$ cat src/rtl/uart_transmitter_if.sv
// Host-side bundle of the UART transmitter: byte enqueue, parity control, serial line and status.
interface uart_transmitter_if;
    logic [7:0] tx_data;
    logic       tx_write;
    logic       parity_enable;
    logic       parity_odd_even;
    logic       tx_out;
    logic       fifo_empty;
    logic       fifo_full;
    logic       tx_busy;
    logic [2:0] current_state;

    modport master (
        output tx_data, tx_write, parity_enable, parity_odd_even,
        input  tx_out, fifo_empty, fifo_full, tx_busy, current_state
    );

    modport slave (
        input  tx_data, tx_write, parity_enable, parity_odd_even,
        output tx_out, fifo_empty, fifo_full, tx_busy, current_state
    );
endinterface

$ cat src/rtl/uart_transmitter.sv
// UART transmit path: byte FIFO feeding a start / 8 data LSB-first / optional parity / stop serialiser,
// clocked by the 16x oversample tick shared with the receiver.
module uart_transmitter #(
    parameter int unsigned FIFO_DEPTH = 16,
    parameter int unsigned OVERSAMPLE = 16
) (
    input  logic              clk,
    input  logic              enable,
    uart_transmitter_if.slave bus
);
    localparam int unsigned PTR_W  = $clog2(FIFO_DEPTH);
    localparam int unsigned CNT_W  = PTR_W + 1;
    localparam int unsigned TICK_W = $clog2(OVERSAMPLE);

    typedef enum logic [2:0] {
        IDLE   = 3'd0,
        START  = 3'd1,
        DATA   = 3'd2,
        PARITY = 3'd3,
        STOP   = 3'd4
    } state_t;

    state_t            state, state_nxt;
    logic [TICK_W-1:0] tick_cnt, tick_cnt_nxt;
    logic [2:0]        bit_idx, bit_idx_nxt;
    logic [7:0]        shift_reg, shift_reg_nxt;
    logic              par, par_nxt;
    logic              par_en, par_en_nxt;
    logic              tx_out_q, tx_out_nxt;

    logic [7:0]        mem [FIFO_DEPTH];
    logic [PTR_W-1:0]  wr_ptr, rd_ptr;
    logic [CNT_W-1:0]  count;
    logic              push, pop, empty, full, bit_end;
    logic [7:0]        head;

    assign empty   = (count == '0);
    assign full    = (count == CNT_W'(FIFO_DEPTH));
    assign push    = bus.tx_write && !full;
    assign head    = mem[rd_ptr];
    assign bit_end = (tick_cnt == TICK_W'(OVERSAMPLE - 1));

    // FIFO storage needs no reset: only slots below count are ever read.
    always_ff @(posedge clk) begin
        if (push) begin
            mem[wr_ptr] <= bus.tx_data;
        end
    end

    always_ff @(posedge clk or negedge enable) begin
        if (!enable) begin
            wr_ptr <= '0;
            rd_ptr <= '0;
            count  <= '0;
        end else begin
            if (push) begin
                wr_ptr <= wr_ptr + PTR_W'(1);
            end
            if (pop) begin
                rd_ptr <= rd_ptr + PTR_W'(1);
            end
            if (push && !pop) begin
                count <= count + CNT_W'(1);
            end else if (pop && !push) begin
                count <= count - CNT_W'(1);
            end
        end
    end

    always_ff @(posedge clk or negedge enable) begin
        if (!enable) begin
            state     <= IDLE;
            tick_cnt  <= '0;
            bit_idx   <= '0;
            shift_reg <= '0;
            par       <= 1'b0;
            par_en    <= 1'b0;
            tx_out_q  <= 1'b1;
        end else begin
            state     <= state_nxt;
            tick_cnt  <= tick_cnt_nxt;
            bit_idx   <= bit_idx_nxt;
            shift_reg <= shift_reg_nxt;
            par       <= par_nxt;
            par_en    <= par_en_nxt;
            tx_out_q  <= tx_out_nxt;
        end
    end

    // Line level follows the registered state, so it changes one clk after each state change.
    always_comb begin
        state_nxt     = state;
        tick_cnt_nxt  = tick_cnt;
        bit_idx_nxt   = bit_idx;
        shift_reg_nxt = shift_reg;
        par_nxt       = par;
        par_en_nxt    = par_en;
        tx_out_nxt    = 1'b1;
        pop           = 1'b0;

        if (state != IDLE) begin
            tick_cnt_nxt = bit_end ? '0 : tick_cnt + TICK_W'(1);
        end

        case (state)
            IDLE: begin
                if (!empty) begin
                    pop       = 1'b1;
                    state_nxt = START;
                end
            end
            START: begin
                tx_out_nxt = 1'b0;
                if (bit_end) begin
                    state_nxt   = DATA;
                    bit_idx_nxt = '0;
                end
            end
            DATA: begin
                tx_out_nxt = shift_reg[0];
                if (bit_end) begin
                    shift_reg_nxt = {1'b0, shift_reg[7:1]};
                    bit_idx_nxt   = bit_idx + 3'(1);
                    if (bit_idx == 3'd7) begin
                        state_nxt = par_en ? PARITY : STOP;
                    end
                end
            end
            PARITY: begin
                tx_out_nxt = par;
                if (bit_end) begin
                    state_nxt = STOP;
                end
            end
            STOP: begin
                if (bit_end) begin
                    if (!empty) begin
                        pop       = 1'b1;
                        state_nxt = START;
                    end else begin
                        state_nxt = IDLE;
                    end
                end
            end
            default: begin
                state_nxt = IDLE;
            end
        endcase

        // Parity settings are frozen per frame at the moment its byte leaves the FIFO.
        if (pop) begin
            shift_reg_nxt = head;
            par_en_nxt    = bus.parity_enable;
            par_nxt       = (^head) ^ bus.parity_odd_even;
        end
    end

    assign bus.tx_out        = tx_out_q;
    assign bus.fifo_empty    = empty;
    assign bus.fifo_full     = full;
    assign bus.tx_busy       = (state != IDLE);
    assign bus.current_state = state;
endmodule
$ cat src/flat_wrapper.sv
// flat-port wrapper written by rule: the top's interface ports become plain ports
module uart_transmitter_flat 
#(
    parameter int unsigned FIFO_DEPTH = 16,
    parameter int unsigned OVERSAMPLE = 16
)
  (clk, enable, bus_tx_data, bus_tx_write, bus_parity_enable, bus_parity_odd_even, bus_tx_out, bus_fifo_empty, bus_fifo_full, bus_tx_busy, bus_current_state);
  uart_transmitter_if bus_i ();
  input  logic clk;
  input  logic enable;
  input wire logic [$bits(bus_i.tx_data)-1:0] bus_tx_data;
  input wire logic [$bits(bus_i.tx_write)-1:0] bus_tx_write;
  input wire logic [$bits(bus_i.parity_enable)-1:0] bus_parity_enable;
  input wire logic [$bits(bus_i.parity_odd_even)-1:0] bus_parity_odd_even;
  output wire logic [$bits(bus_i.tx_out)-1:0] bus_tx_out;
  output wire logic [$bits(bus_i.fifo_empty)-1:0] bus_fifo_empty;
  output wire logic [$bits(bus_i.fifo_full)-1:0] bus_fifo_full;
  output wire logic [$bits(bus_i.tx_busy)-1:0] bus_tx_busy;
  output wire logic [$bits(bus_i.current_state)-1:0] bus_current_state;
  assign bus_i.tx_data = bus_tx_data;
  assign bus_i.tx_write = bus_tx_write;
  assign bus_i.parity_enable = bus_parity_enable;
  assign bus_i.parity_odd_even = bus_parity_odd_even;
  assign bus_tx_out = bus_i.tx_out;
  assign bus_fifo_empty = bus_i.fifo_empty;
  assign bus_fifo_full = bus_i.fifo_full;
  assign bus_tx_busy = bus_i.tx_busy;
  assign bus_current_state = bus_i.current_state;
  uart_transmitter #(.FIFO_DEPTH(FIFO_DEPTH), .OVERSAMPLE(OVERSAMPLE)) u_core (.clk(clk), .enable(enable), .bus(bus_i));
endmodule
$ cat config.mk
export PLATFORM = sky130hd
export DESIGN_NAME = uart_transmitter_flat
export DESIGN_NICKNAME = d
export VERILOG_FILES = /design/src/rtl/uart_transmitter_if.sv /design/src/rtl/uart_transmitter.sv /design/src/flat_wrapper.sv
export SDC_FILE = /design/constraint.sdc
export NUM_CORES = 1
export LEC_CHECK = 0
export ABC_AREA = 1
export CAP_MARGIN = 20
export CORE_UTILIZATION = 45
export CTS_CLUSTER_DIAMETER = 200
export DETAILED_ROUTE_END_ITERATION = 8
export PLACE_DENSITY = 0.7
export SYNTH_ARGS = -nofsm -noshare
export SYNTH_HDL_FRONTEND = slang
export SYNTH_SLANG_ARGS = --single-unit
$ cat constraint.sdc
create_clock -name clk -period 3.35 [get_ports clk]
set_clock_uncertainty 0.2 [all_clocks]
set_input_delay 0.5025 -clock clk [delete_from_list [all_inputs] [get_ports clk]]
set_output_delay 0.5025 -clock clk [all_outputs]
set_load 0.005 [all_outputs]
# == Yosys cells after proc, flatten, opt, wreduce, memory -nomap -nowiden ==
# Memory sizes are Yosys's and may differ from the RTL's.
# Index checks and enable logic that the tools add are counted.
# op_classes
multipliers,0
addsub,6
order_cmp,0
reduce_logical,17
muxes,24
n_eq_ne,13
n_bitwise,1
shift,0
n_div,0
# op_table
operator,count
two-way mux 3 bit,9
two-way mux 8 bit,3
case mux 3 bit (5 select lines),1
"adder 4 x 1 -> 4 bit, second input constant",3
two-way mux 5 bit,2
"inequality test 2 x 1 -> 1 bit, second input constant",5
nonzero test 2 bit,4
XOR reduction 8 bit,1
"== test 3 x 2 -> 1 bit, second input constant",2
"== test 3 bit, second input constant",2
case mux 3 bit (2 select lines),1
AND reduction 6 bit,1
"adder 5 x 1 -> 5 bit, second input constant",1
"== test 5 bit, second input constant",1
logical NOT 5 bit,1
two-way mux 1 bit,5
"subtractor 5 x 1 -> 5 bit, second input constant",1
"== test 4 bit, second input constant",1
two-way mux 4 bit,1
"adder 3 x 1 -> 3 bit, second input constant",1
"== test 3 x 1 -> 1 bit, second input constant",1
logical AND 1 bit,3
logical NOT 1 bit,3
logical NOT 3 bit,1
other kinds (7),7
# totals
mem_count,1
reg_bits,34
wordCells,72
input_bits,13
out_inout_bits,7
romBits,0
ram_bits,128
latch_bits,0
# mem_list
memory,words,word_bits,rd,rd_clocked_by_memory_dff,wr,line,source
u_core.mem,16,8,1,0,1,uart_transmitter.sv:31,logic [7:0] mem [FIFO_DEPTH];

# == Depth between registers and ports, before layout ==
# Gate-level depths: netlist of run 1.
# depth
word_depth,7
depth_mapped,18
depth_no_buf,16

# == Worst setup path after synthesis of run 1 ==
# No wires, ideal clock.
# synth_path
path_type,reg2reg
from,register u_core.count[0]
to,register u_core.count[4]
t_required_ns,3.025
setup_time_ns,0.125
stages_incl_launch_ff,17
slack_ns,0.568
n_path_buf,1
t_arrival_ns,2.457
synth_period_minus_slack_ns,2.782
cell_sequence,dfrtp_1 -> nor4_1 -> nand2_1 -> nand2_1 -> nor2_1 -> inv_1 -> buf_2 -> ha_1 -> inv_1 -> ha_1 -> nand2_1 -> nor2_1 -> a211oi_1 -> nand2_1 -> nand2_1 -> nor2_1 -> xor2_1
# synth_via
elab_chain_len,7
word_cells_on_any_way,16
classes_between,add/sub (2); eq/ne (1); mux (5); reduce/logical (8)
# synth_lines
element,line,source
from (decl),uart_transmitter.sv:33,logic [CNT_W-1:0] count;
from (signal assigned),uart_transmitter.sv:63,count <= count + CNT_W'(1);
from (signal assigned),uart_transmitter.sv:65,count <= count - CNT_W'(1);
logical NOT 5 bit,uart_transmitter.sv:37,assign empty = (count == '0);
two-way mux 1 bit,"uart_transmitter.sv:107, uart_transmitter.sv:137",
two-way mux 1 bit,uart_transmitter.sv:136,if (bit_end) begin
case mux 1 bit (2 select lines),uart_transmitter.sv:105,case (state)
logical NOT 1 bit,uart_transmitter.sv:62,if (push && !pop) begin
logical AND 1 bit,uart_transmitter.sv:62,
two-way mux 5 bit or nonzero test 2 bit (tied branches),n/a,
# Parallel ways exist; a longest one is shown, timed or not. The select of a mux whose other input is x is not followed.
# A chain may end at the register's enable or synchronous reset.

# == Worst setup path after layout of run 1 ==
# layout_path
from,register u_core.count[0]
to,register u_core.count[4]
# layout_via
word_cells_on_any_way,16
classes_between,add/sub (2); eq/ne (1); mux (5); reduce/logical (8)
# layout_lines
element,line,source
== test 5 bit *,uart_transmitter.sv:38,assign full = (count == CNT_W'(FIFO_DEPTH));
logical NOT 1 bit *,uart_transmitter.sv:39,assign push = bus.tx_write && !full;
logical AND 1 bit *,uart_transmitter.sv:39,
via u_core.push,uart_transmitter.sv:34,"logic push, pop, empty, full, bit_end;"
logical NOT 1 bit,uart_transmitter.sv:64,end else if (pop && !push) begin
logical AND 1 bit,uart_transmitter.sv:64,
nonzero test 2 bit (no source line),n/a,
# The timed path passes the listed nets; every way through them passes the cells marked *. The select of a mux whose other input is x is not followed.

==> key figures, run 1 <==
Power and ir drop
  – LEAKAGE: 3.42 nW
  – Power Dens Cells: 597 nW/um^2
  – Power Total: 4.91 mW
  – VDD IR max: 401 uV

Timing
  – Minimum clock period after layout: 3.02 ns
  – Final critical-path share of the clock period: 0.901
  – Fmax: 331 MHz
  – Final hold violations: 0
  – Setup repair after global routing missed its margin: no
  – Max-slew violations: 0
  – Crit path setup slack, layout: 0.331 ns
  – Slew margin rel.: 0.498
  – Worst-margin pin slew: 0.750 ns
  – Setup violators final: 0
  – Setup_tns: 0 ns

Final layout
  – Fill cell count: 1329
  – Layout Nets: 764
  – Fin util: 0.520
  – Non-Filler Cell Area, Final: 8220 um^2
  – Area growth, synth to finish: 13.4%
  – Max FFs per register: 128
  – Share of cells above drive strength 1: 0.0773
  – # diodes: 0

Detailed routing
  – Vias: 4900
  – Antenna viol nets, final: 0
  – Iter 0 DRT Violations: 333
  – Vias per cell: 5.07
  – Routed Wire Length: 15.4 mm
  – # DRC: 0
  – DRT Pass-1 Iters: 5
  – Avg WL per Cell: 15.9 um

Setup path
  – CP startpoint: u_core.count[0]
  – CP Launch Type: register
  – Reg2reg start: u_core.count[0]
  – Crit-path cells: nor4_1 -> nand2_1 -> nand2_1 -> clkinv_1 -> ha_1 -> inv_1 -> ha_1 -> nand2_1 -> nor2_1 -> a211oi_1 -> nand2_1 -> nand2_1 -> nor2_1 -> xor2_1
  – Slowest-stage cell, CP: nor4_1
  – Critical Path Stages: 14
  – Endpoint class of the critical path: register
  – Critical path buffer and inverter count: 2
  – Max FO, Critical Path: 8
  – Worst Path Required: 3.46 ns
  – Crit-path max cell delay: 0.43 ns
  – Worst path arrival time: 3.13 ns
  – End of the critical path: u_core.count[4]
  – R2R setup slack: 0.33 ns
  – FF-to-FF path depth: 14
  – Worst R2R End: u_core.count[4]
  – CP dominant cell by count: nand2_1
  – Worst path top cell family by delay: simple AND/OR/NAND/NOR gates
  – Crit Path Class: register to register

Synthesis
  – Ys Warns: 0
  – Async set or reset register ratio after synthesis: 0.210
  – Post-synthesis cell type count: 36
  – Syn Area/Cell: 10.2 um^2
  – Syn nets: 734
  – Ranking of synthesized cells by area: edfxtp_1 (53%), dfrtp_1 (11%), nand2_1 (9.8%)
  – Post-synthesis cell count: 708
  – Most frequent cell after synthesis: nand2_1
  – Seq/Total Area, Yosys: 0.648
  – Number of synthesized flops with an enable pin: 128
  – Yosys top cell by area: edfxtp_1
  – Synth Flop Type: edfxtp_1
  – Synth Cell Area: 7250 um^2
  – Synthesized flop and latch total: 162
  – Commonest cells post-synth: nand2_1 (189), edfxtp_1 (128), nor2_1 (76)
  – Synth top area share: 0.530

Clock network
  – Skew-Pair Late Insertion Delay: 0.42 ns
  – Setup bufs post-CTS: 0
  – Hold-fix buffers, CTS: 0
  – Clock tree buffer depth: 2
  – Clock H-tree levels: 4
  – TritonCTS buffer count: 17
  – CTS tree: done
  – # clock sinks: 162
  – Root Driver: clkbuf_16
  – Cts repair resizes: 0
  – Clk slew on worst S/H paths: 0.06 ns

Placed design
  – Routability cong.: 0.833
  – Dpl cell area: 7670 um^2
  – I/O Buffers: 19
  – HPWL Detailed: 9.75 mm
  – DP Worst Slack: 0.332 ns

Job
  – Max Cap Viol: 0

Die
  – Starting Density: 0.458
  – I/O Pins: 20
  – Core box area: 15800 um^2
  – Die Span X: 129 um
  – Num rows: 46
  – Die area: 16600 um^2
  – Die H: 129 um

Global route
  – Vias in the first global route: 4898
  – Antenna violations before repair: 0
  – First-pass GRT wire length: 25.1 mm
  – Largest net degree at the start of global routing: 55
  – GR Overflow Total: 0
  – Total GRT Usage: 0.204

Min path
  – Hold depth: 2
  – Hold Path Class: register to register

Outcome
  – Status: finished clean
[through the flow]
stage	hold slack (ns)	cells
2_1_floorplan	0.00691	708
3_3_place_gp	0.263	935
3_5_place_dp	0.268	935
4_1_cts	0.281	966
5_1_grt	0.299	966
6_report	0.283	966
[how the worst min path moves through the flow]
stage / start / endpoint / slack (ns)
finish: u_core.par_en / u_core.par_en / 0.28
global route: u_core.par_en / u_core.par_en / 0.30
CTS: u_core.par_en / u_core.par_en / 0.28
detailed placement: u_core.par_en / u_core.par_en / 0.27
global placement: u_core.par_en / u_core.par_en / 0.26
floorplan: enable / u_core.bit_idx[0] / 0.007
[report_power, final]
group / leakage [nW] / internal (mW) / switching, mW
Clock: 0.261 / 1.08 / 0.743
Combinational: 1.59 / 0.204 / 0.407
Sequential: 1.57 / 2.39 / 0.0894
Total: 3.42 / 3.67 / 1.24
[tightest hold or removal path: cells and delay by family (launching register included)]
family	cells	cell delay (ns)
and+or+nand+nor	2	0.10
DFF	1	0.34
[cell type report]
class                           instances  area (um^2)  share of cell area
Sequential cell                       162         4700               0.571
Multi-Input combinational cell        439         2070               0.252
Clock buffer                           19          433              0.0526
Timing Repair Buffer                   38          333              0.0405
Inverter                               80          303              0.0368
Tap cell                              216          270              0.0329
Clock inverter                         12          118              0.0143
[cells by family (layout without fill, tap and decap cells)]
logic type,count (synthesis),after routing,share of synthesized area
DFF,162,162,0.648
buffers and inverters,107,149,0.0669
xor gates and xnor gates,9,9,0.0109
and+or+nand+nor,347,347,0.195
adders and majority gates,13,13,0.0235
AOI/OAI and AO/OA,70,70,0.0559
[placed cells by master (no fill, tap or decap), types with 5 or more instances in the layout]
master           Yosys  layout
xor2_1               8       8
clkinv_1             3       6
nand3_1             73      73
a21oi_1             10      10
buf_4                4      19
o21ai_0             28      28
nor2_1              76      76
o211ai_1             5       5
nand2_1            189     189
clkdlybuf4s50_1      0      19
edfxtp_1           128     128
ha_1                12      12
o21ai_1             15      15
clkbuf_16            0      17
dfrtp_1             33      32
inv_1               74      74
[metal layers]
metal	routed length, um	global-route usage	share of wire	up-vias
met1	6420	0.259	0.42	2313
met4	377	0.102	0.025	0
met3	903	0.0378	0.059	29
met2	7680	0.336	0.50	157
li1	-	-	-	2401
met5	0	0	0	-
Power figures use the tool's default switching activity.
==> run 2: changes to the inputs <==
- CORE_ASPECT_RATIO: unset -> 0.6
==> run 2 against run 1 <==
Effect of this change:
- register-to-register slack improved by 0.14 ns
- routed wire length up 6.6%
- design area rose by 1.1%
- first-iteration DRC count grew 69%
- sequential power is essentially flat
- die area about the same
- clock power grew 16%
- non-clock buffer count down 2
- critical path depth down 9
- via count is 2.8% higher
- power up 5.8%
- utilization rose by 1.5 points
==> key figures, run 2 (same netlist as run 1, synthesis figures left out) <==
Timing
  – Crit path setup slack, layout: 0.442 ns (+0.111 ns)
  – Setup repair after global routing missed its margin: no
  – Minimum clock period after layout: 2.91 ns (-0.111 ns)
  – Final critical-path share of the clock period: 0.868 (-0.0330)
  – Slew margin rel.: 0.455 (-0.0432)
  – Fmax: 344 MHz (+3.8%)
  – Worst-margin pin slew: 0.815 ns (+0.0650 ns)
  – Setup violators final: 0 (unchanged)
  – Setup_tns: 0 ns (unchanged)
  – Final hold violations: 0 (unchanged)
  – Max-slew violations: 0 (unchanged)

Global route
  – GRT busiest layer: met2
  – Antenna violations before repair: 0 (unchanged)
  – Grt met3 use: 0.0446 (+0.00672)
  – Largest net degree at the start of global routing: 78 (+42%)
  – Vias in the first global route: 4931 (+0.67%)
  – Met1 GRT Util: 0.299 (+0.0396)
  – First-pass GRT wire length: 26.4 mm (+5.0%)
  – GR Overflow Total: 0 (unchanged)
  – GR met2 Demand/Resource: 0.332 (-0.00396)
  – Total GRT Usage: 0.212 (+0.00861)

Clock network
  – TritonCTS buffer count: 17 (unchanged)
  – Root Driver: clkbuf_16
  – Clk slew on worst S/H paths: 0.06 ns (about the same)
  – Clock tree buffer depth: 2 (unchanged)
  – Hold-fix buffers, CTS: 0 (unchanged)
  – CTS tree: done
  – Setup bufs post-CTS: 0 (unchanged)
  – Skew-Pair Late Insertion Delay: 0.42 ns (about the same)
  – # clock sinks: 162 (unchanged)
  – Cts repair resizes: 0 (unchanged)
  – Clock H-tree levels: 4 (unchanged)

Power and ir drop
  – Seq pwr share: 0.477 (-0.028)
  – Combinational power share: 0.117 (-0.007)
  – Power Dens Cells: 625 nW/um^2 (+4.6%)
  – LEAKAGE: 3.47 nW (+1.4%)
  – VDD IR max: 338 uV (-16%)
  – P_sw: 1.32 mW (+6.8%)
  – Internal Power: 3.87 mW (+5.4%)
  – Clock share of power: 0.406 (+0.035)
  – Switching Share: 0.255 (+0.00243)

Outcome
  – Status: finished clean

Die
  – Num rows: 35 (-24%)
  – Core box area: 15500 um^2 (-1.8%)
  – Die H: 100 um (-22%)
  – I/O Pins: 20 (unchanged)
  – Die Span X: 166 um (+29%)
  – Die area: 16600 um^2 (about the same)
  – Starting Density: 0.466 (+0.00830)

Setup path
  – Worst Path Required: 2.65 ns (-0.81 ns)
  – Endpoint class of the critical path: output pin
  – Max FO, Critical Path: 8 (unchanged)
  – Worst path arrival time: 2.21 ns (-0.92 ns)
  – Crit Path Class: register to output pin
  – CP Launch Type: register

Detailed routing
  – Routed Wire Length: 16.4 mm (+6.6%)
  – DRT Pass-1 Iters: 7 (+2)
  – Antenna viol nets, final: 0 (unchanged)
  – Vias per cell: 5.29 (+4.3%)
  – Avg WL per Cell: 17.2 um (+8.2%)
  – Vias: 5036 (+2.8%)
  – # DRC: 0 (unchanged)
  – Iter 0 DRT Violations: 564 (+69%)

Min path
  – Hold Path Class: register to register

Final layout
  – Max FFs per register: 128 (unchanged)
  – # diodes: 0 (unchanged)
  – Commonest non-fill, non-tap cells in the layout: nand2_1 (189), edfxtp_1 (128), nor2_1 (76)
  – Layout Nets: 762 (-0.26%)
  – Fill cell count: 1296 (-2.5%)
  – Area growth, synth to finish: 14.7%
  – Share of cells above drive strength 1: 0.0828 (+0.00544)
  – Most common cell after layout, fill and taps aside: nand2_1

Placed design
  – Routability cong.: 0.831 (-0.29%)
  – I/O Buffers: 19 (unchanged)
  – DP Worst Slack: 0.410 ns (+0.0779 ns)
  – HPWL Detailed: 10.5 mm (+7.4%)

Job
  – Max Cap Viol: 0 (unchanged)
==> run 2: cell types whose count changed in the layout (fill, tap and decap cells not counted), moves of 2 or more <==
cell and delta:
clkinv_2 -3, clkinv_4 +2, buf_12 +2, buf_4 -4, clkinv_1 -3, bufinv_16 +2
inv_6 +3
==> run 2: metrics by stage <==
step	area [um^2]	cells	power [mW]	hold slack (ns)	utilization
4_1_cts	8310	952	5.20	0.288	0.534
2_1_floorplan	7250	708	2.88	0.00691	-
3_5_place_dp	7670	920	3.11	0.273	0.493
3_3_place_gp	7670	920	3.07	0.261	0.493
5_1_grt	8320	952	5.39	0.317	0.535
6_report	8320	952	5.20	0.284	0.535
==> run 2: area by class of cell <==
type	instances	area, um^2	share of cell area
flip-flops and latches	162	4700	0.565
clock inverters	13	199	0.0239
multi-input cells	439	2080	0.250
clock buffers	19	443	0.0533
well taps	203	254	0.0305
inverters	80	303	0.0364
repair buffers	36	343	0.0412
==> run 2: final timing paths <==
check,from,endpoint,slack [ns],cells past startpoint
setup / recovery,u_core.bus.current_state[1],bus_tx_busy,0.44,5
max in group asynchronous,enable,u_core.bus.tx_out,2.32,2
hold / removal,u_core.par_en,u_core.par_en,0.28,2
hold reg to reg,u_core.par_en,u_core.par_en,0.28,2
min in group asynchronous,enable,u_core.bit_idx[1],0.29,2
setup reg to reg,u_core.count[0],u_core.count[4],0.47,14
==> run 2: power groups by stage <==
stage	sequential, mW	clock (mW)	combinational [mW]
final	2.48	2.11	0.607
after global routing	2.50	2.20	0.690
after CTS	2.47	2.12	0.604
after detailed placement	2.52	0	0.594
after global placement	2.50	0	0.565
after floorplan	2.49	0	0.385
==> run 2: worst max-delay path, cell delays in order (launching register included) <==
cell and delay (ns):
dfrtp_1 0.45, nor2_1 0.16, inv_1 0.09, nor2_1 0.25
clkinv_1 0.30, clkdlybuf4s50_1 0.52
==> run 2: metal layers <==
metal  vias up  wire length (um)
met5         -                 0
met4         0               187
met3        22              1290
met2       195              7410
met1      2408              7510
li1       2411                 -
==> run 3: changes to the inputs <==
- CORE_MARGIN: unset -> 2
- CTS_CLUSTER_DIAMETER: 200 -> 30
==> run 3 against run 2 <==
Effect of this change:
- fmax decreased by 1.8%
- routed wire length decreased by 3.0%
- clock power is 14% lower
- global-route usage down 1.3 points
- sequential share of layout area up 0.82 points
- hold slack improved by 0.00070 ns
- register-to-register slack worse by 0.08 ns
- final cell count decreased by 0.32%
- power fell by 5.9%
- flip-flop and latch count unchanged
- via count shrank 2.1%
- critical endpoint is now u_core.count[4]
- largest power group unchanged
==> key figures, run 3 (same netlist as run 1, synthesis figures left out) <==
Outcome
  – Status: finished clean

Power and ir drop
  – Power Total: 4.89 mW (-5.9%)
  – P_sw: 1.28 mW (-3.0%)
  – Combinational power share: 0.123 (+0.006)
  – Internal Power: 3.61 mW (-6.9%)
  – Seq pwr share: 0.507 (+0.030)
  – Power Dens Cells: 597 nW/um^2 (-4.6%)
  – Clock share of power: 0.370 (-0.036)
  – Switching Share: 0.263 (+0.00785)
  – LEAKAGE: 3.41 nW (-1.9%)
  – VDD IR max: 306 uV (-9.6%)

Timing
  – Setup violators final: 0 (unchanged)
  – Worst-margin pin slew: 0.827 ns (+0.0120 ns)
  – Slew margin rel.: 0.446 (-0.00833)
  – Fmax: 338 MHz (-1.8%)
  – Setup repair after global routing missed its margin: no
  – Crit path setup slack, layout: 0.387 ns (-0.0547 ns)
  – Final hold violations: 0 (unchanged)
  – Max-slew violations: 0 (unchanged)
  – Final critical-path share of the clock period: 0.884 (+0.0163)
  – Minimum clock period after layout: 2.96 ns (+0.0547 ns)
  – Setup_tns: 0 ns (unchanged)

Setup path
  – Crit-path max cell delay: 0.42 ns (-0.10 ns)
  – Critical Path Stages: 14 (+9)
  – Crit-path cells: nor4_2 -> nand2_1 -> nand2_1 -> clkinv_1 -> ha_1 -> inv_1 -> ha_1 -> nand2_1 -> nor2_1 -> a211oi_1 -> nand2_1 -> nand2_1 -> nor2_1 -> xor2_1
  – Crit Path Class: register to register
  – End of the critical path: u_core.count[4]
  – FF-to-FF path depth: 14 (unchanged)
  – Slowest-stage cell, CP: dfrtp_1
  – Reg2reg start: u_core.count[0]
  – CP startpoint: u_core.count[0]
  – Endpoint class of the critical path: register
  – Critical path buffer and inverter count: 2 (-1)
  – Worst R2R End: u_core.count[4]
  – Worst path arrival time: 3.07 ns (+0.86 ns)
  – CP Launch Type: register
  – Worst path top cell family by delay: simple AND/OR/NAND/NOR gates
  – Max FO, Critical Path: 8 (unchanged)
  – R2R setup slack: 0.39 ns (-0.08 ns)
  – Worst Path Required: 3.46 ns (+0.81 ns)
  – CP dominant cell by count: nand2_1

Clock network
  – Setup bufs post-CTS: 0 (unchanged)
  – Skew-Pair Late Insertion Delay: 0.42 ns (about the same)
  – Clock H-tree levels: 4 (unchanged)
  – Root Driver: clkbuf_16
  – # clock sinks: 162 (unchanged)
  – Clock tree buffer depth: 2 (unchanged)
  – CTS tree: done
  – TritonCTS buffer count: 17 (unchanged)
  – Clk slew on worst S/H paths: 0.07 ns (about the same)

Die
  – I/O Pins: 20 (unchanged)
  – Die area: 17200 um^2 (+3.2%)
  – Num rows: 35 (unchanged)
  – Die H: 102 um (+2.0%)
  – Die Span X: 168 um (+1.2%)
  – Starting Density: 0.466 (unchanged)
  – Core box area: 15500 um^2 (unchanged)

Detailed routing
  – Vias: 4932 (-2.1%)
  – # DRC: 0 (unchanged)
  – Avg WL per Cell: 16.8 um (-2.7%)
  – Routed Wire Length: 15.9 mm (-3.0%)
  – Vias per cell: 5.20 (-1.8%)
  – Iter 0 DRT Violations: 569 (+0.89%)
  – Antenna viol nets, final: 0 (unchanged)
  – DRT Pass-1 Iters: 5 (-2)

Final layout
  – Commonest non-fill, non-tap cells in the layout: nand2_1 (189), edfxtp_1 (128), nor2_1 (76)
  – Share of cells above drive strength 1: 0.0737 (-0.00905)
  – Most common cell after layout, fill and taps aside: nand2_1
  – # diodes: 0 (unchanged)
  – Max FFs per register: 128 (unchanged)
  – Layout Nets: 759 (-0.39%)
  – Area growth, synth to finish: 13.0%
  – Non-Filler Cell Area, Final: 8200 um^2 (-1.4%)

Min path
  – Hold Path Class: primary input to asynchronous set/reset pin

Global route
  – Grt met3 use: 0.0515 (+0.00695)
  – Vias in the first global route: 4916 (-0.30%)
  – Met1 GRT Util: 0.280 (-0.0186)
  – GRT busiest layer: met2
  – Antenna violations before repair: 0 (unchanged)
  – Total GRT Usage: 0.200 (-0.0126)
  – Largest net degree at the start of global routing: 78 (unchanged)
  – GR met2 Demand/Resource: 0.315 (-0.0165)
  – First-pass GRT wire length: 25.9 mm (-1.7%)
  – GR Overflow Total: 0 (unchanged)

Placed design
  – Dpl cell area: 7640 um^2 (-0.29%)
  – I/O Buffers: 19 (unchanged)
  – DP Worst Slack: 0.296 ns (-0.114 ns)
  – HPWL Detailed: 10.3 mm (-1.7%)
  – Routability cong.: 0.904 (+8.8%)

Job
  – Max Cap Viol: 0 (unchanged)
==> run 3: cell count changes in the layout (fill, tap and decap cells not counted) <==
cell	delta
inv_8	-1
clkbuf_1	+1
clkinv_1	+3
inv_6	-1
clkbuf_8	-1
buf_4	-3
clkinv_2	+1
bufinv_16	-3
clkinvlp_4	+1
==> run 3: area by class of cell <==
class	count	area [um^2]
fill	1297	7350
clock buffer	19	433
timing repair buffer	33	320
sequential	162	4700
tap	203	254
clock inverter	13	113
inverter	80	303
multi-input combinational	439	2080
==> run 3: timing repair <==
item	in CTS	in global routing
hold buffers	0	0
setup endpoints to repair	0	1
resized for setup	0	1
==> run 3: worst min-delay path by stage <==
stage	depth (start not counted)	to	slack, ns	start
floorplan	0	u_core.bit_idx[0]	0.007	enable
global placement	2	u_core.par_en	0.26	u_core.par_en
detailed placement	2	u_core.par_en	0.28	u_core.par_en
CTS	2	u_core.par_en	0.29	u_core.par_en
global route	1	u_core.tick_cnt[3]	0.32	u_core.tick_cnt[3]
finish	2	u_core.bit_idx[2]	0.28	enable
==> run 3: routing by layer <==
layer / routed length (um) / up-vias
met5: 0 / -
met2: 7220 / 148
met3: 1050 / 22
li1: - / 2404
met4: 163 / 0
met1: 7470 / 2358
==> run 3: power by group through the flow <==
stage	logic, mW	clock network (mW)	registers (mW)
4_1_cts	0.605	1.82	2.48
3_5_place_dp	0.600	0	2.52
2_1_floorplan	0.385	0	2.49
5_1_grt	0.686	1.90	2.50
3_3_place_gp	0.556	0	2.50
6_report	0.600	1.81	2.48
==> run 3: per-stage QoR <==
step	std cells	hold WS (ns)	utilization
4_1_cts	949	0.291	0.527
5_1_grt	949	0.321	0.527
3_5_place_dp	917	0.275	0.492
2_1_floorplan	708	0.00691	-
6_report	949	0.284	0.527
3_3_place_gp	917	0.260	0.492
==> run 3: worst reg2reg max path: cells and delay by family (launching register included) <==
| family | cells | cell delay, ns |
|---|---|---|
| and+or+nand+nor | 8 | 0.90 |
| AOI/OAI and AO/OA | 1 | 0.27 |
| adders and majority gates | 2 | 0.60 |
| DFF | 1 | 0.42 |
| buffers and inverters | 2 | 0.33 |
| xor gates and xnor gates | 1 | 0.13 |
==> RTL change 1 (flow settings as in run 2) <==
`shift_reg` no longer has a reset.
--- a/src/rtl/uart_transmitter.sv
+++ b/src/rtl/uart_transmitter.sv
@@ -72,7 +72,6 @@
             state     <= IDLE;
             tick_cnt  <= '0;
             bit_idx   <= '0;
-            shift_reg <= '0;
             par       <= 1'b0;
             par_en    <= 1'b0;
             tx_out_q  <= 1'b1;
@@ -80,11 +79,14 @@
             state     <= state_nxt;
             tick_cnt  <= tick_cnt_nxt;
             bit_idx   <= bit_idx_nxt;
-            shift_reg <= shift_reg_nxt;
             par       <= par_nxt;
             par_en    <= par_en_nxt;
             tx_out_q  <= tx_out_nxt;
         end
+    end
+
+    always_ff @(posedge clk) begin
+        shift_reg <= shift_reg_nxt;
     end
 
     // Line level follows the registered state, so it changes one clk after each state change.
Function: same outputs for any inputs over 10 cycles, from zero or initial values; that may be too few to reach the edited logic, so the function may still have changed.
==> RTL change 1 against run 2 <==
Sequential cell count unchanged; register-to-register slack lost 190 ps; power decreased by 6.0%; combinational power grew 5.4%; routed wire length shrank 2.3%; die area is 1.1% higher; clock power down 17%; setup slack lost 170 ps; synthesized area rose by 1.1%; synthesized cell count rose by 4.1%; design area up 0.71%; critical endpoint is now u_core.count[4]; highest routed layer unchanged.
==> RTL change 1: results (changes against run 2) <==
min_path:
  hp-class: "in -> async"  # was reg -> reg
pwr:
  power_leakage_nw: 3.615  # was 3.473 nW
  ir_worst_vdd_mv: 0.4313  # was 0.3384 mV
outcome:
  outcome: "finished clean"  # unchanged
clock_network:
  cts_setup_buffers: 0  # unchanged
  cts_resized: 0  # unchanged
  clk_latency_ps: 420  # about the same
  cts-root-buf: "clkbuf_16"  # unchanged
  cts_max_level: 4  # unchanged
  clkSlewWorstSetupHoldPaths_ps: 60  # about the same
  cts_buffers: 17  # unchanged
  clockBufferDepth: 2  # unchanged
yosys:
  ys_top_cells_by_count: "nand2_1 (264), edfxtp_1 (136), inv_1 (81)"  # was nand2_1 (189), edfxtp_1 (128), nor2_1 (76)
  synth_edf_count: 136  # was 128
  yosysWarnings: 0  # unchanged
  synthesis.nets: 763  # was 734
  synthDistinctLibCells: 34  # was 36
  ys.flop_type: "edfxtp_1"  # unchanged
  async_flop_share_pct: 16.05  # was 20.99%
  ys_seq_area_share_pct: 64.60  # was 64.75%
  ys_top_cells_by_area: "edfxtp_1 (56%), nand2_1 (14%), dfrtp_1 (8.5%)"  # was edfxtp_1 (53%), dfrtp_1 (11%), nand2_1 (9.8%)
place:
  gp_congestion: 0.8294  # was 0.8308
  placed_cell_area_sq_um: 7849  # was 7667 sq um
  dp_hpwl_mm: 10.60  # was 10.48 mm
  place.port_buffers: 19  # unchanged
  pre_cts_ws_ps: 326.2  # was 409.9 ps
global_route:
  antenna_found_initial: 0  # unchanged
  grt_start_max_net_pins: 74  # was 78
  grt_pass1_wl_mm: 25.54  # was 26.40 mm
  first_global_vias: 4696  # was 4931
  track_usage_pct: 20.58  # was 21.25%
critical_path:
  critPathMaxFanout: 8  # unchanged
  arrival_ps: 3180  # was 2210 ps
  rr_worst_depth: 14  # unchanged
  reg2reg_from: "u_core.count[0]"  # unchanged
  r2r_slack_ps: 280  # was 470 ps
  regToRegEndpoint: "u_core.count[4]"  # unchanged
  worstSetupPathType: "reg -> reg"  # was reg -> out
cells_and_area:
  final_net_count: 803  # was 762
  largest_reg_flops: 128  # unchanged
  fill_cells: 1345  # was 1296
  drive_gt1_share_pct: 8.365  # was 8.278%
  antennaDiodeCount: 0  # unchanged
route:
  dr.first_iter.drc_count: 500  # was 564
  num_vias: 5009  # was 5036
  firstDrtPassIters: 6  # was 7
  routedWlPerCell_um: 16.15  # was 17.23 um
sta:
  period_needed_ps: 3074  # was 2908 ps
  worst_pin_slew_ps: 711.9  # was 815.4 ps
[RTL change 1: cell types whose count changed in the layout (fill, tap and decap cells not counted), moves of 4 or more]
cell	before	now
nand3_1	73	77
clkinv_1	3	7
dfrtp_1	32	24
inv_1	74	81
o21ai_0	28	19
clkinv_2	0	5
nand2_1	189	264
o21ai_1	15	6
a21oi_1	10	3
nor2_1	76	44
buf_4	15	27
edfxtp_1	128	136
[RTL change 1: how the worst min path moves through the flow]
stage          cells past startpoint               start            endpoint  slack [ps]
6_report                           1              enable   u_core.bit_idx[2]         280
5_1_grt                            1  u_core.tick_cnt[3]  u_core.tick_cnt[3]         310
4_1_cts                            2   u_core.bit_idx[1]   u_core.bit_idx[1]         290
3_5_place_dp                       2   u_core.bit_idx[2]   u_core.bit_idx[2]         270
3_3_place_gp                       2   u_core.bit_idx[1]   u_core.bit_idx[1]         270
2_1_floorplan                      0              enable   u_core.bit_idx[0]           7
[RTL change 1: per-stage QoR]
step | total power (W) | util (%) | instances
after floorplan | 0.002915 | - | 737
after global placement | 0.003146 | 50.20 | 961
after detailed placement | 0.003165 | 50.20 | 961
after CTS | 0.004911 | 53.57 | 992
after global routing | 0.005081 | 53.57 | 992
final | 0.004886 | 53.57 | 992
[RTL change 1: area by class of cell]
class	instances	area [sq um]	area share [%]
Timing Repair Buffer	47	412.9	4.931
Inverter	88	332.8	3.974
Tap cell	203	254.0	3.033
Clock buffer	18	429.2	5.125
Sequential cell	162	4737	56.57
Multi-Input combinational cell	461	2112	25.22
Clock inverter	13	96.34	1.150
[RTL change 1: worst max-delay path, stage by stage (launching register included)]
cell and delay (ps):
dfrtp_1 420, nor4_1 510, nand2_1 140, nand2_1 130, clkinv_1 180, ha_1 310
inv_1 120, ha_1 270, nand2_1 80, nor2_1 40, a211oi_1 230, nand2_1 80
nand2_1 60, nor2_1 40, xor2_1 130
[RTL change 1: cells by family after synthesis]
family | share of synthesized area (%)
buffers and inverters | 6.588
xor gates and xnor gates | 1.434
adders and majority gates | 2.321
and+or+nand+nor | 22.12
AOI/OAI and AO/OA | 2.936
DFF | 64.60
[RTL change 1: routing by layer]
metal | global-route usage (%) | vias to the layer above | share of wire (%) | wire length, um
met2 | 28.60 | 164 | 41 | 6490
met3 | 4.672 | 15 | 7.9 | 1271
met1 | 31.04 | 2340 | 50 | 8076
li1 | - | 2490 | - | -
met4 | 8.262 | 0 | 1.1 | 177
met5 | 0 | - | 0 | 0
[RTL change 1: power by group]
part	leakage, nW	total (W)	switching (W)	internal [W]
combinational	1.82	0.000640	0.000418	0.000222
sequential	1.55	0.00249	0.0000863	0.00240
clock	0.250	0.00176	0.000758	0.00100
==> RTL change 2 (config.mk and constraints of run 2) <==
Made on the original files. `FIFO_DEPTH` is set to 16 in 2 places; all go to 32.
--- a/src/rtl/uart_transmitter.sv
+++ b/src/rtl/uart_transmitter.sv
@@ -1,7 +1,7 @@
 // UART transmit path: byte FIFO feeding a start / 8 data LSB-first / optional parity / stop serialiser,
 // clocked by the 16x oversample tick shared with the receiver.
 module uart_transmitter #(
-    parameter int unsigned FIFO_DEPTH = 16,
+    parameter int unsigned FIFO_DEPTH = 32,
     parameter int unsigned OVERSAMPLE = 16
 ) (
     input  logic              clk,
--- a/src/flat_wrapper.sv
+++ b/src/flat_wrapper.sv
@@ -1,7 +1,7 @@
 // flat-port wrapper written by rule: the top's interface ports become plain ports
 module uart_transmitter_flat 
 #(
-    parameter int unsigned FIFO_DEPTH = 16,
+    parameter int unsigned FIFO_DEPTH = 32,
     parameter int unsigned OVERSAMPLE = 16
 )
   (clk, enable, bus_tx_data, bus_tx_write, bus_parity_enable, bus_parity_odd_even, bus_tx_out, bus_fifo_empty, bus_fifo_full, bus_tx_busy, bus_current_state);
Behaviour: no difference found for any inputs over 10 cycles, from zero or initial values; that may be too few to reach the edited logic, so the function may still have changed.
==> RTL change 2 against run 2 <==
Design area up 71%; combinational power rose by 35%; global-route usage decreased by 0.90 points; hold slack got worse by 3.2 ps; sequential cell count grew 131; setup slack worse by 200 ps; count of clock-buffer cells in the layout rose by 15; sequential share of layout area increased by 4.1 points; synthesized cell count grew 71%; non-clock buffer count grew 40; synthesized area grew 75%; routed wire length rose by 76%; power up 52%; critical path type is now reg -> reg; highest routed layer unchanged.
==> RTL change 2: results (changes against run 2) <==
outcome:
  outcome: "finished clean"  # unchanged
yosys:
  synthesis.nets: 1236  # was 734
  synth_xor_area_share_pct: 0.7572  # was 1.087%
  synth_fa_ha_area_share_pct: 1.436  # was 2.346%
  synthDistinctLibCells: 33  # was 36
  ys_seq_area_share_pct: 67.71  # was 64.75%
  ys.flop_type: "edfxtp_1"  # unchanged
  synth-compound-area-share_pct: 3.825  # was 5.590%
  async_flop_share_pct: 12.63  # was 20.99%
  ys_top_cells_by_area: "edfxtp_1 (60%), nand2_1 (12%), dfrtp_1 (7.1%)"  # was edfxtp_1 (53%), dfrtp_1 (11%), nand2_1 (9.8%)
  ys_top_cells_by_count: "nand2_1 (400), edfxtp_1 (256), nor2_1 (134)"  # was nand2_1 (189), edfxtp_1 (128), nor2_1 (76)
  avgSynthCellArea_sq_um: 10.52  # was 10.24 sq um
cells_and_area:
  largest_reg_flops: 256  # was 128
  drive_gt1_share_pct: 7.981  # was 8.278%
  buffer_area_share_pct: 4.589  # was 4.123%
  fill_cells: 2410  # was 1296
  seq_area_sq_um: 8620  # was 4697 sq um
  clock_area_share_pct: 5.142  # was 7.719%
  inverters: 84  # was 80
  num-clock-buffers: 34  # was 19
  buffers: 76  # was 36
  multiInputGateArea_sq_um: 3453  # was 2077 sq um
  numSequentialCells: 293  # was 162
  final_net_count: 1287  # was 762
  multi_input_gates: 780  # was 439
route:
  num_vias: 8586  # was 5036
  dr.first_iter.drc_count: 945  # was 564
  routedWlPerCell_um: 17.52  # was 17.23 um
  drt_wl_total_mm: 28.82  # was 16.40 mm
pwr:
  power_leakage_nw: 5.634  # was 3.473 nW
  p_clk_share_pct: 34.5  # was 40.6%
  ir_worst_vdd_mv: 0.3476  # was 0.3384 mV
  p_int_w: 0.005944  # was 0.003874 W
  pwr-share-seq_pct: 55.1  # was 47.7%
clock_network:
  clkSlewWorstSetupHoldPaths_ps: 70
  clockBufferDepth: 3  # was 2
  clk_latency_ps: 530  # was 420 ps
  cts_max_level: 1  # was 4
  cts_buffers: 25  # was 17
global_route:
  grt_start_max_net_pins: 88  # was 78
  first_global_vias: 8120  # was 4931
  grt_pass1_wl_mm: 45.19  # was 26.40 mm
  track_usage_pct: 20.35  # was 21.25%
sta:
  relSlewSlack_pct: 38.67  # was 45.47%
  setup_viol: 0  # unchanged
place:
  place_inst: 1599  # was 920
  dp_hpwl_mm: 17.90  # was 10.48 mm
  pre_cts_ws_ps: 77.20  # was 409.9 ps
critical_path:
  crit_family: "adder cells"  # was buffers and inverters
  critPathMaxFanout: 5  # was 8
  critPathSlowestCell: "dfrtp_1"  # was clkdlybuf4s50_1
  slowest_delay_ps: 410  # was 520 ps
RTL change 2: cell count changes after synthesis, sizes merged, moves of 11 or more:
cell	delta
edfxtp	+128
nand2	+211
a21oi	+11
nand3	+52
buf	+17
nor2	+58
RTL change 2: per-stage QoR:
| stage | utilization, % | setup TNS [ps] | total power, W | cell area, sq um |
|---|---|---|---|---|
| global route | 51.39 | -9.036 | 0.008174 | 14230 |
| global placement | 48.66 | 0 | 0.005162 | 13480 |
| detailed placement | 48.66 | 0 | 0.005201 | 13480 |
| CTS | 51.33 | 0 | 0.007893 | 14220 |
| floorplan | - | 0 | 0.004855 | 12720 |
| finish | 51.39 | 0 | 0.007883 | 14230 |
RTL change 2: worst min-delay path: cells and delay by family, from the launching register on:
kind,cells,cell delay [ps]
DFF,1,350
and+or+nand+nor,2,100
RTL change 2: per-layer routing:
layer	vias to the layer above	GRT usage, %	wire length [um]
met1	4130	32.64	14040
met3	30	4.037	2346
met5	-	0	0
li1	4142	-	-
met2	284	28.78	12080
met4	0	3.202	347
RTL change 2: timing repair:
action / in CTS / in global routing
setup endpoints to repair: 0 / 1
gates resized for setup: 0 / 3
endpoints found under the hold margin: 36 / 0
buffers inserted: 0 / 0
hold buffers: 1 / 0
RTL change 2: worst paths after layout:
| kind | from | endpoint | slack [ps] | cells past startpoint |
|---|---|---|---|---|
| max in group asynchronous | enable | u_core.rd_ptr[0] | 1880 | 2 |
| setup reg to reg | u_core.tick_cnt[0] | u_core.count[5] | 250 | 19 |
| min in group asynchronous | enable | u_core.tick_cnt[1] | 430 | 2 |
| setup / recovery | u_core.tick_cnt[0] | u_core.count[5] | 250 | 19 |
| hold reg to reg | u_core.bit_idx[1] | u_core.bit_idx[1] | 280 | 2 |
| hold / removal | u_core.bit_idx[1] | u_core.bit_idx[1] | 280 | 2 |
